[src/rtl/serial_add_ctrl_if.sv]
// Operand/result bundle for serial_add_ctrl.
// The master side issues requests; the slave side is the sequencer.
// With SERIAL_SUB_EN defined, the bundle also carries the 'sub' select.
interface serial_add_ctrl_if #(
  parameter int unsigned N = 4
);

  logic         start;
  logic [N-1:0] a;
  logic [N-1:0] b;
  logic         cin;
`ifdef SERIAL_SUB_EN
  logic         sub;
`endif
  logic         busy;
  logic         done;
  logic [N-1:0] sum;
  logic         cout;

  modport master (
`ifdef SERIAL_SUB_EN
    output sub,
`endif
    output start, a, b, cin,
    input  busy, done, sum, cout
  );

  modport slave (
`ifdef SERIAL_SUB_EN
    input  sub,
`endif
    input  start, a, b, cin,
    output busy, done, sum, cout
  );

endinterface

[src/rtl/serial_add_ctrl.sv]
// Bit-serial adder sequencer: N-bit operands are fed LSB-first through a single
// full-adder cell, one bit per clock, with the carry held in a register.
// The result and final carry appear together with a one-cycle done pulse.
// Optional feature: define SERIAL_SUB_EN to add a 'sub' request bit that computes a - b
// (b inverted at latch time, carry-in forced to 1).

// Single combinational full-adder cell shared by every bit position.
module fulladd (
  input  logic a,
  input  logic b,
  input  logic cin,
  output logic sum,
  output logic cout
);

  assign sum  = a ^ b ^ cin;
  assign cout = (a & b) | (a & cin) | (b & cin);

endmodule

module serial_add_ctrl #(
  parameter int unsigned N = 4
) (
  input  logic               clk,
  input  logic               rst,
  serial_add_ctrl_if.slave   bus
);

  localparam int unsigned CntW = (N > 1) ? $clog2(N) : 1;
  localparam logic [CntW-1:0] LastCnt = CntW'(N - 1);

  typedef enum logic [1:0] {
    StIdle,
    StRun,
    StDone
  } state_e;

  state_e state_q, state_d;

  logic [N-1:0]    a_sh_q, a_sh_d;
  logic [N-1:0]    b_sh_q, b_sh_d;
  logic [N-1:0]    res_sh_q, res_sh_d;
  logic            carry_q, carry_d;
  logic [CntW-1:0] cnt_q, cnt_d;
  logic            busy_q, busy_d;
  logic            done_q, done_d;
  logic [N-1:0]    sum_q, sum_d;
  logic            cout_q, cout_d;

  logic fa_sum;
  logic fa_cout;

  // Operand conditioning applied once, at the accepted start.
  logic [N-1:0] b_load;
  logic         carry_load;

`ifdef SERIAL_SUB_EN
  // Subtract as a + ~b + 1; cin is ignored in that mode.
  always_comb begin
    b_load     = bus.sub ? ~bus.b : bus.b;
    carry_load = bus.sub ? 1'b1 : bus.cin;
  end
`else
  // Add-only build: operands pass straight through.
  always_comb begin
    b_load     = bus.b;
    carry_load = bus.cin;
  end
`endif

  fulladd u_fa (
    .a    (a_sh_q[0]),
    .b    (b_sh_q[0]),
    .cin  (carry_q),
    .sum  (fa_sum),
    .cout (fa_cout)
  );

  // State and datapath registers; reset aborts any operation in flight.
  always_ff @(posedge clk or posedge rst) begin
    if (rst) begin
      state_q  <= StIdle;
      a_sh_q   <= '0;
      b_sh_q   <= '0;
      res_sh_q <= '0;
      carry_q  <= 1'b0;
      cnt_q    <= '0;
      busy_q   <= 1'b0;
      done_q   <= 1'b0;
      sum_q    <= '0;
      cout_q   <= 1'b0;
    end else begin
      state_q  <= state_d;
      a_sh_q   <= a_sh_d;
      b_sh_q   <= b_sh_d;
      res_sh_q <= res_sh_d;
      carry_q  <= carry_d;
      cnt_q    <= cnt_d;
      busy_q   <= busy_d;
      done_q   <= done_d;
      sum_q    <= sum_d;
      cout_q   <= cout_d;
    end
  end

  // Next-state logic; everything holds unless a state below says otherwise.
  always_comb begin
    state_d  = state_q;
    a_sh_d   = a_sh_q;
    b_sh_d   = b_sh_q;
    res_sh_d = res_sh_q;
    carry_d  = carry_q;
    cnt_d    = cnt_q;
    busy_d   = busy_q;
    done_d   = 1'b0;
    sum_d    = sum_q;
    cout_d   = cout_q;

    unique case (state_q)
      StIdle: begin
        if (bus.start) begin
          a_sh_d  = bus.a;
          b_sh_d  = b_load;
          carry_d = carry_load;
          cnt_d   = '0;
          busy_d  = 1'b1;
          state_d = StRun;
        end
      end

      StRun: begin
        // Each sum bit enters at the MSB so bit 0 lands at the LSB after N shifts.
        res_sh_d = {fa_sum, res_sh_q[N-1:1]};
        carry_d  = fa_cout;
        a_sh_d   = a_sh_q >> 1;
        b_sh_d   = b_sh_q >> 1;
        if (cnt_q == LastCnt) begin
          // Final bit: publish result; counter stays put so it never wraps.
          sum_d   = {fa_sum, res_sh_q[N-1:1]};
          cout_d  = fa_cout;
          done_d  = 1'b1;
          busy_d  = 1'b0;
          state_d = StDone;
        end else begin
          cnt_d = cnt_q + CntW'(1);
        end
      end

      StDone: begin
        // start is not sampled here; a held request is taken in the following IDLE cycle.
        state_d = StIdle;
      end

      default: begin
        state_d = StIdle;
        busy_d  = 1'b0;
      end
    endcase
  end

  // Outputs come straight from registers.
  always_comb begin
    bus.busy = busy_q;
    bus.done = done_q;
    bus.sum  = sum_q;
    bus.cout = cout_q;
  end

endmodule

[src/flat_wrapper.sv]
// flat-port wrapper written by rule: the top's interface ports become plain ports
module serial_add_ctrl_flat 
#(
  parameter int unsigned N = 4
)
  (clk, rst, bus_start, bus_a, bus_b, bus_cin, bus_busy, bus_done, bus_sum, bus_cout);
  serial_add_ctrl_if #(.N(N)) bus_i ();
  input  logic clk;
  input  logic rst;
  input wire logic [$bits(bus_i.start)-1:0] bus_start;
  input wire logic [$bits(bus_i.a)-1:0] bus_a;
  input wire logic [$bits(bus_i.b)-1:0] bus_b;
  input wire logic [$bits(bus_i.cin)-1:0] bus_cin;
  output wire logic [$bits(bus_i.busy)-1:0] bus_busy;
  output wire logic [$bits(bus_i.done)-1:0] bus_done;
  output wire logic [$bits(bus_i.sum)-1:0] bus_sum;
  output wire logic [$bits(bus_i.cout)-1:0] bus_cout;
  assign bus_i.start = bus_start;
  assign bus_i.a = bus_a;
  assign bus_i.b = bus_b;
  assign bus_i.cin = bus_cin;
  assign bus_busy = bus_i.busy;
  assign bus_done = bus_i.done;
  assign bus_sum = bus_i.sum;
  assign bus_cout = bus_i.cout;
  serial_add_ctrl #(.N(N)) u_core (.clk(clk), .rst(rst), .bus(bus_i));
endmodule
[config.mk]
export PLATFORM = sky130hd
export DESIGN_NAME = serial_add_ctrl_flat
export DESIGN_NICKNAME = d
export VERILOG_FILES = /design/src/rtl/serial_add_ctrl_if.sv /design/src/rtl/serial_add_ctrl.sv /design/src/flat_wrapper.sv
export SDC_FILE = /design/constraint.sdc
export NUM_CORES = 1
export LEC_CHECK = 0
export BUFFER_PORTS_ARGS = -buffer_cell sky130_fd_sc_hd__buf_2
export CORE_AREA = 2 2 66 49
export CTS_CLUSTER_DIAMETER = 60
export DETAILED_ROUTE_END_ITERATION = 6
export DIE_AREA = 0 0 68 51
export PLACE_DENSITY = 0.64
export SYNTH_ARGS = -nofsm -noshare
export SYNTH_HDL_FRONTEND = slang
export SYNTH_SLANG_ARGS = --single-unit
[constraint.sdc]
create_clock -name clk -period 2.3 [get_ports clk]
set_clock_uncertainty 0.1 [all_clocks]
set_input_delay 0.115 -clock clk [delete_from_list [all_inputs] [get_ports clk]]
set_output_delay 0.115 -clock clk [all_outputs]
set_load 0.01 [all_outputs]
# [Word level (Yosys, flattened, before mapping)]
# Cells that the tools add are included.
[word_totals] regBits=24 output_inout_bits=7 inputBits=12 wordCells=49
[classes] n_mux=17 addsub=1 reduce_logical=7 bitwise_logic=8 n_eq_ne=6
[op_table] cell="case mux 4 bit (2 select lines)" count=2
[op_table] cell="two-way mux 2 bit" count=4
[op_table] cell="two-way mux 4 bit" count=2
[op_table] cell="case mux 2 bit (2 select lines)" count=2
[op_table] cell="AND reduction 2 bit" count=3
[op_table] cell="AND reduction 3 bit" count=2
[op_table] cell="two-way mux 1 bit" count=5
[op_table] cell="== test 2 bit (second input constant)" count=2
[op_table] cell="inequality test 2 bit (second input constant)" count=2
[op_table] cell="bitwise AND 1 bit" count=3
[op_table] cell="case mux 1 bit (3 select lines)" count=1
[op_table] cell="adder 2 x 1 -> 2 bit (second input constant)" count=1
[op_table] cell="== test 2 x 1 -> 1 bit (second input constant)" count=1
[op_table] cell="zero test 2 bit" count=1
[op_table] cell="inequality test 2 x 1 -> 1 bit (second input constant)" count=1
[op_table] cell="bitwise OR 1 bit" count=2
[op_table] cell="case mux 1 bit (2 select lines)" count=1
[op_table] cell="nonzero test 2 bit" count=1
[op_table] cell="bitwise XOR 1 bit" count=2
[op_table] cell="inverter 1 bit" count=1

# [Logic depth before layout (Yosys ltp)]
[logic_depth] ltp_word=4 depth_mapped=4 depth_no_buf=4

# [By module]
# From an unflattened synthesis, not the netlist that was laid out.
[hier_totals] cells_unflattened=84 hier_area_um2=1129.8
[modules_own_cells] module="serial_add_ctrl" seq_area_each_um2=575.6 area_per_inst_um2=1109.8 cells_per_inst=83 n_inst=1
[modules_own_cells] module="fulladd" seq_area_each_um2=0.0 area_per_inst_um2=20.0 cells_per_inst=1 n_inst=1

# [Worst setup path after synthesis]
# No wires, ideal clock.
[synth_timing] path_kind="register -> register" startpoint="reg u_core.cnt_q[0]" endpoint="reg u_core.cout_q, in the netlist u_core.bus.cout" path_slack_ns=0.922 arrival_time_ns=1.151 n_path_buf=0 required_ns=2.072 setup_ns=0.128 synth_period_minus_slack_ns=1.378 path_stages_with_launch=5 cell_sequence="dfrtp_1 -> ha_1 -> inv_1 -> nor2_8 -> mux2_1"
[synth_between] elab_chain_cells=2
[synth_lines] item="from (decl)" line_no="serial_add_ctrl.sv:44" rtl="logic [CntW-1:0] cnt_q, cnt_d;"
[synth_lines] item="from (signal assigned)" line_no="serial_add_ctrl.sv:98" rtl="cnt_q <= cnt_d;"
[synth_lines] item="== test 2 bit" line_no="serial_add_ctrl.sv:137" rtl="if (cnt_q == LastCnt) begin"
[synth_lines] item="AND reduction 2 bit (no line)"
[synth_lines] item="to (signal assigned)" line_no="serial_add_ctrl.sv:102" rtl="cout_q <= cout_d;"
[synth_lines] item="to (decl)" line_no="serial_add_ctrl.sv:48" rtl="logic cout_q, cout_d;"
# Every way passes these cells.
# A chain may end at the register's enable or synchronous reset.

# [Worst setup path in the final report]
[layout_timing] startpoint="reg u_core.state_q[0]" endpoint="reg u_core.sum_q[3], in the netlist u_core.bus.sum[3]"
[layout_between] elab_chain_cells=2
[layout_lines] item="from (decl)" line_no="serial_add_ctrl.sv:38" rtl="state_e state_q, state_d;"
[layout_lines] item="from (signal assigned)" line_no="serial_add_ctrl.sv:82" rtl="state_q <= StIdle;"
[layout_lines] item="from (signal assigned)" line_no="serial_add_ctrl.sv:93" rtl="state_q <= state_d;"
[layout_lines] item="== test 2 x 1 -> 1 bit" line_no="serial_add_ctrl.sv:119" rtl="unique case (state_q)"
[layout_lines] item="AND reduction 2 bit (no line)"
[layout_lines] item="to (signal assigned)" line_no="serial_add_ctrl.sv:101" rtl="sum_q <= sum_d;"
[layout_lines] item="to (decl)" line_no="serial_add_ctrl.sv:47" rtl="logic [N-1:0] sum_q, sum_d;"
# Every way passes these cells.

==> results.sh <==
export IMPL_gp_congestion=0.709
export IMPL_wl_per_cell_um=12.3
export IMPL_vias_per_cell=4.87
export IMPL_clockRootBuffer="clkbuf_8"
export IMPL_rsz0062_at_grt="false"
export IMPL_die_h_um=51
export IMPL_fin_crit_ps=1690
export IMPL_synth_distinct_cells=22
export IMPL_area_growth_pct=18.7
export IMPL_leakagePower_uw=0.000582
export IMPL_ys_flop_type="dfrtp_1"
export IMPL_synth_area_leaders="dfrtp_1, nor2_1, mux2_1"
export IMPL_outcome="finished, final reports clean"
export IMPL_dp_hpwl_um=1360
export IMPL_synthCells=92
export IMPL_cts_buffers=3
export IMPL_synth_async_sr_flop_share_pct=100
export IMPL_antenna_cells=0
export IMPL_start_util_pct=34.9
export IMPL_fillers=296
export IMPL_cts_tree="built"
export IMPL_crit_arrival_ps=1740
export IMPL_timing_final_hold_violations=0
export IMPL_nets=128
export IMPL_synth_fp_nets=106
export IMPL_drtAntennaViolNets=0
export IMPL_slew_viol_final=0
export IMPL_clock_sinks=23
export IMPL_grt_start_max_net_pins=24
export IMPL_synth_top_cell_area_share_pct=56.2
export IMPL_yosysMostFrequentCell="dfrtp_1"
export IMPL_clock_path_buffers=2
export IMPL_setup_violations=0
export IMPL_synth_common_cells="dfrtp_1, nor2_1, nand2_1"
export IMPL_ioPinCount=19
export IMPL_grt_remaining_overflow=0
export IMPL_ys_ff_latch=23
export IMPL_ir_worst_vdd_mv=0.340
export IMPL_period_share_pct=73.6
export IMPL_reg2reg_slack_ps=610
export IMPL_slew_headroom_pct=44.6
export IMPL_portBuffers=18
export IMPL_drive_gt1_share_pct=23.0
export IMPL_critical_path_max_fanout=14
export IMPL_synth_edf_count=0
export IMPL_dr_pass1_iters=4
export IMPL_avgSynthCellArea_sq_um=11.1
export IMPL_die_w_um=68
export IMPL_ys_warnings_count=0
export IMPL_vias=735
export IMPL_yosysTopAreaCell="dfrtp_1"
export IMPL_insertion_delay_ps=260
export IMPL_fin_ws_ps=608
export IMPL_criticalPathCategory="reg -> reg"
export IMPL_wl_um=1860
export IMPL_worstPathRequired_ps=2350
export IMPL_endpoint_kind="flop"
export IMPL_first_iter_violations=41
export IMPL_hold_path_class="in -> reg"
export IMPL_ys_seq_area_share_pct=56.2
export IMPL_start_kind="flop"
export IMPL_drv_cap=0
export IMPL_dieArea_sq_mm=0.00347
export IMPL_synth_area_sq_mm=0.00102
export IMPL_grt_pass1_wl_um=3370
export IMPL_power_density_mw_per_mm2=1330
export IMPL_cts_htree_levels=1
export IMPL_core_area_sq_mm=0.00294
export IMPL_antenna_found_initial=0
export IMPL_tightest_slew_ps=830
export IMPL_grt_pass1_vias=722
export IMPL_fin_setup_tns_ps=0
export IMPL_drc=0
export IMPL_clk_pin_slew_worst_paths_ps=80
export IMPL_max_freq_mhz=591
export IMPL_row_count=17
export IMPL_place_ws_ps=587
export IMPL_grt_usage_pct=13.6
[layout make-up]
| class | count | area, sq um | area share, % |
|---|---|---|---|
| Sequential cell | 23 | 576 | 47.4 |
| Clock buffer | 3 | 41.3 | 3.40 |
| Clock inverter | 1 | 5.00 | 0.412 |
| Timing Repair Buffer | 22 | 128 | 10.5 |
| Tap cell | 38 | 47.5 | 3.91 |
| Inverter | 3 | 11.3 | 0.927 |
| Multi-Input combinational cell | 61 | 407 | 33.5 |
[stage by stage]
stage	total power [uW]	utilization (%)	cell area, sq um	hold WS [ps]	instances
2_1_floorplan	1220	-	1020	16.9	92
3_3_place_gp	1350	38.8	1140	225	144
3_5_place_dp	1390	38.8	1140	225	144
4_1_cts	1640	41.4	1210	63.6	151
5_1_grt	1780	41.4	1210	60.6	151
6_report	1620	41.4	1210	66.5	151
[sequential cells by signal, summed over array words and instances, names as in the netlist]
signal           count
u_core.state_q       2
u_core.b_sh_q        4
u_core.a_sh_q        4
u_core.bus.sum       4
u_core.carry_q       1
u_core.bus.busy      1
u_core.res_sh_q      3
u_core.cnt_q         2
u_core.bus.done      1
u_core.bus.cout      1
[critical path, cell delays in order, from the launching register on]
cell and delay (ps):
dfrtp_1 590, nand2b_1 330, nor2_8 220, mux2_1 340
[repair_timing]
| action | CTS | global route |
|---|---|---|
| endpoints found under the hold margin | 25 | 0 |
| buffers inserted | 0 | 0 |
| hold buffers | 3 | 0 |
| endpoints found under the setup margin | 0 | 0 |
| resized for setup | 0 | 0 |
[placed cells by master (no fill, tap or decap), types with 5 or more instances in the layout]
master / synthesis / routed
dfrtp_1: 23 / 23
nand2_1: 10 / 10
nor3_1: 5 / 5
nor2_1: 17 / 17
buf_2: 3 / 18
mux2_1: 5 / 5
a22o_1: 5 / 5
a211oi_1: 5 / 5
[kinds of logic after synthesis]
logic type                 synth area share [%]
adders and majority gates                  3.18
AOI/OAI and AO/OA                          13.8
DFF                                        56.2
muxes                                      6.60
and+or+nand+nor                            16.1
buffers and inverters                      4.03
[worst paths after layout]
| kind | start | endpoint | cells after the start |
|---|---|---|---|
| min in group asynchronous | rst | u_core.cnt_q[0] | 3 |
| min reg2reg | u_core.res_sh_q[1] | u_core.res_sh_q[1] | 2 |
| max reg2reg | u_core.state_q[0] | u_core.bus.sum[3] | 3 |
| max in group asynchronous | rst | u_core.b_sh_q[3] | 3 |
| max | u_core.state_q[0] | u_core.bus.sum[3] | 3 |
| min | bus_cin | u_core.carry_q | 3 |
[per-layer routing]
layer | global-route usage (%) | part of all wire, % | up-vias | wire length [um]
li1 | - | - | 356 | -
met1 | 18.6 | 48 | 355 | 883
met2 | 19.4 | 45 | 19 | 834
met3 | 4.63 | 5.3 | 5 | 98
met4 | 6.00 | 2.1 | 0 | 39
met5 | 0 | 0 | - | 0
[power breakdown]
part	internal, uW	switching [uW]	leakage (uW)
clock network	121	127	0.0000255
registers	589	128	0.000277
logic	308	345	0.000280
No activity file was read; power rests on OpenSTA's default activity.
